<file path="src/rtl/clb_cfg_loader.sv">
// rtl/clb_cfg_loader.sv - serial CLB configuration loader with header sync and even-parity commit
module clb_cfg_loader (
    input  logic        K,
    input  logic        RST,
    input  logic        DIN,
    input  logic        DVALID,
    output logic [36:0] CFG,
    output logic        DONE,
    output logic        ERR,
    output logic        BUSY
);

    localparam logic [36:0] CFG_RESET = 37'h15_0008_B038;
    localparam logic [7:0]  SYNC_HDR  = 8'b1111_0010;
    localparam logic [5:0]  LAST_BIT  = 6'd36;

    typedef enum logic [1:0] {
        ST_SYNC,
        ST_LOAD,
        ST_PARITY
    } state_t;

    state_t      state, state_next;
    logic [7:0]  window, window_next, window_shift;
    logic [5:0]  cnt, cnt_next;
    logic [36:0] staging, staging_next;
    logic [36:0] cfg_next;
    logic        done_next;
    logic        err_next;

    assign window_shift = {window[6:0], DIN};

    always_comb begin
        state_next   = state;
        window_next  = window;
        cnt_next     = cnt;
        staging_next = staging;
        cfg_next     = CFG;
        done_next    = 1'b0;
        err_next     = ERR;
        if (DVALID) begin
            case (state)
                ST_SYNC: begin
                    window_next = window_shift;
                    if (window_shift == SYNC_HDR) begin
                        state_next = ST_LOAD;
                        cnt_next   = 6'd0;
                    end
                end
                ST_LOAD: begin
                    // Header patterns inside the payload are plain data; the window is not updated here.
                    staging_next = {staging[35:0], DIN};
                    if (cnt == LAST_BIT) begin
                        state_next = ST_PARITY;
                    end else begin
                        cnt_next = cnt + 6'd1;
                    end
                end
                ST_PARITY: begin
                    if ((^staging ^ DIN) == 1'b0) begin
                        cfg_next  = staging;
                        done_next = 1'b1;
                        err_next  = 1'b0;
                    end else begin
                        err_next = 1'b1;
                    end
                    state_next  = ST_SYNC;
                    window_next = 8'h00;
                    cnt_next    = 6'd0;
                end
                default: begin
                    state_next = ST_SYNC;
                end
            endcase
        end
    end

    always_ff @(posedge K) begin
        if (RST) begin
            state   <= ST_SYNC;
            window  <= 8'h00;
            cnt     <= 6'd0;
            staging <= 37'd0;
            CFG     <= CFG_RESET;
            DONE    <= 1'b0;
            ERR     <= 1'b0;
            BUSY    <= 1'b0;
        end else begin
            state   <= state_next;
            window  <= window_next;
            cnt     <= cnt_next;
            staging <= staging_next;
            CFG     <= cfg_next;
            DONE    <= done_next;
            ERR     <= err_next;
            BUSY    <= (state_next != ST_SYNC);
        end
    end

endmodule
</file>
<file path="config.mk">
export PLATFORM = sky130hd
export DESIGN_NAME = clb_cfg_loader
export DESIGN_NICKNAME = d
export VERILOG_FILES = /design/src/rtl/clb_cfg_loader.sv
export SDC_FILE = /design/constraint.sdc
export NUM_CORES = 1
export LEC_CHECK = 0
export ABC_AREA = 1
export BUFFER_PORTS_ARGS = -buffer_cell sky130_fd_sc_hd__buf_2
export CORE_ASPECT_RATIO = 0.5
export CORE_UTILIZATION = 50
export DETAILED_ROUTE_END_ITERATION = 12
export PLACE_DENSITY = 0.69
export SYNTH_ARGS = -nofsm -noshare
export SYNTH_HDL_FRONTEND = slang
export SYNTH_SLANG_ARGS = --single-unit
</file>
<file path="constraint.sdc">
create_clock -name K -period 5.75 [get_ports K]
set_clock_uncertainty 0.1 [all_clocks]
set_input_delay 1.15 -clock K [delete_from_list [all_inputs] [get_ports K]]
set_output_delay 1.15 -clock K [all_outputs]
set_load 0.005 [all_outputs]
</file>
==> metrics <==
Sink Count between 90 and 100; number of I/O pins 44; port bufs 43; clk slew on worst S/H paths 0.06 ns; 1st-pass router iterations 4; GRT Total Usage 19.9%; Pwr Density ~270 nW/um^2; commonest non-fill, non-tap cells in the layout 222 x nand2_1, 92 x dfxtp_1, 50 x nand3_1; Setup crit end CFG[20]$_SDFFE_PP0P_; initial antenna violation count 0; Area Overhead vs Synth 12.8%; HP Class register to register; post-synthesis cell type count 33; core area 8200 um^2; hold_buf cts 0; dpl cells 747; Synth Register Bits 92; Post-synth EDFFs 0; period utilization 58.0%; CTS Buf Count 9; first-pass GRT wire length 14.3 mm; Initial Utilization 53.0%; startpoint type of the worst setup path input pin; final slew viol count 0; WS Path Type input pin to register; Die Y 67.9 um; status finished, final reports clean; final count of hold timing violations 0; syn nets ~620; DRT iter0 DRCs 236; Worst-Skew Late Latency roughly 0.34 ns; grt total ovfl 0; Nets between 600 and 700; Worst R2R Setup Slack 3.04 ns; Synth Cell Area 4350 um^2; final WL 8.73 mm; Sequential Area 1840 um^2; Worst Setup SP DVALID; via-per-instance ratio 4.93; Crit Reg-Reg Endpoint CFG[20]$_SDFFE_PP0P_; # resized after CTS 0; Post-Synthesis Cells 616; Max FO, Critical Path 18; ANT cells 0; Cell Count, Final, Fillers Out 763; layout cells sized above 1 15.5%; Die ar. 9090 um^2; Cell Chain, Critical Path buf_2, inv_1, nor2_1, clkinv_1, nor2_2, inv_1, nor2_1, buf_4, nand3_1, nand2_1; Primary FF master, synth dfxtp_1; CP required 5.93 ns; multi-input logic area 2190 um^2; Max VDD drop roughly 0.18 mV; clock buffer depth 2; postcts setup bufs 0; reg2reg start state[0]$_SDFF_PP0_; path depth of the worst reg2reg path 8; final setup vio count 0; asr flop ratio synth 0%; sequential area share after synthesis 42.4%; unrepaired setup endpoints after global routing false; vias in the first global route 3083; RePlAce Congestion 0.772; Fillers between 700 and 800; Crit. End Element register; hpwl dp 5.75 mm; Worst path slowest cell nor2_1; CP Data Arrival Time about 3.5 ns; Worst Tran Pin Value just under 0.9 ns; Final ANT Viol Nets 0; Die W 134 um; Crit path largest cell delay 0.68 ns; fin crit period 3.33 ns; Avg Cell Area, Syn between 7 and 8 um^2; YS warnings 0; commonest non-fill, non-tap cell in the layout nand2_1; vias post-DR roughly 3800; TNS Setup 0 ns; max-cap violation count 0; Rel. slew slack 42.0%; CTS root buf clkbuf_16; fmax 0.300 GHz; final routed DRC violation total 0; Core Rows 23; Leak 2.34 nW; htree depth 3; largest net degree at the start of global routing 62; TritonCTS clock tree done; routed wirelength normalized by instance count 11.4 um
[routing by layer]
| layer | track usage [%] | up-vias | share of wire (%) | routed length (um) |
|---|---|---|---|---|
| met1 | 27.1 | 1684 | 52 | 4530 |
| met4 | 3.84 | 0 | 0.15 | 13 |
| met3 | 6.22 | 2 | 4.6 | 399 |
| met5 | 0 | - | 0 | 0 |
| li1 | - | 2040 | - | - |
| met2 | 31.3 | 39 | 43 | 3780 |
[metrics by stage]
| stage | util (%) | setup WS [ns] | hold slack, ns | power [W] | area, um^2 |
|---|---|---|---|---|---|
| after floorplan | - | 3.15 | 0.346 | 0.000671 | 4350 |
| after global placement | 55.7 | 2.17 | 0.335 | 0.000676 | 4570 |
| after detailed placement | 55.7 | 2.08 | 0.339 | 0.000677 | 4570 |
| after CTS | 59.8 | 2.44 | 0.355 | 0.00132 | 4900 |
| after global routing | 59.8 | 2.30 | 0.375 | 0.00135 | 4900 |
| final | 59.8 | 2.42 | 0.352 | 0.00131 | 4900 |
[cell usage after synthesis, drive strengths merged, types with 2 or more instances]
cell	number	share of area, %
buf	13	2.5
ha	2	0.58
xor2	6	1.2
o21ai	37	4.3
nand4	10	1.4
dfxtp	92	42
xnor2	8	1.6
nor3b	3	0.52
a21oi	37	4.3
inv	41	3.6
nor2	41	3.7
clkbuf	14	1.2
nand2	229	20
nand3	72	11
nor3	4	0.46
[cells by family after synthesis]
family / share of synthesized area, %
and+or+nand+nor: 37.7
DFF: 42.4
AOI/OAI and AO/OA: 9.18
buffers and inverters: 7.40
xor gates and xnor gates: 2.82
adders and majority gates: 0.576
[cell type report]
type | count | share of cell area (%)
clock buffers | 11 | 5.16
clock inverters | 5 | 1.71
inverters | 42 | 3.27
multi-input cells | 455 | 44.6
flip-flops and latches | 92 | 37.6
well taps | 112 | 2.86
repair buffers | 46 | 4.85
[critical path, delay by kind of cell]
family | cells | cell delay [ns]
and+or+nand+nor | 5 | 1.47
buffers and inverters | 5 | 0.89
[worst min path at each step]
| stage | depth (start not counted) | from | endpoint |
|---|---|---|---|
| finish | 2 | CFG[19]$_SDFFE_PP1P_ | CFG[19]$_SDFFE_PP1P_ |
| global route | 2 | CFG[16]$_SDFFE_PP0P_ | CFG[16]$_SDFFE_PP0P_ |
| CTS | 2 | CFG[19]$_SDFFE_PP1P_ | CFG[19]$_SDFFE_PP1P_ |
| detailed placement | 2 | CFG[19]$_SDFFE_PP1P_ | CFG[19]$_SDFFE_PP1P_ |
| global placement | 2 | CFG[5]$_SDFFE_PP1P_ | CFG[5]$_SDFFE_PP1P_ |
| floorplan | 2 | window[6]$_SDFFE_PP0P_ | window[6]$_SDFFE_PP0P_ |
[state kept, by name, indices dropped and copies added (netlist names)]
name     count
BUSY         1
CFG         37
DONE         1
ERR          1
cnt          6
staging     37
state        2
window       7
[report_power, final]
group | leakage [nW] | switching (W) | total, W | internal [W]
Sequential | 0.741 | 0.000000563 | 0.000638 | 0.000638
Clock | 0.158 | 0.000244 | 0.000649 | 0.000405
Combinational | 1.44 | 0.0000198 | 0.0000237 | 0.00000386
Total | 2.34 | 0.000265 | 0.00131 | 0.00105
(Power assumes the default switching activity.)
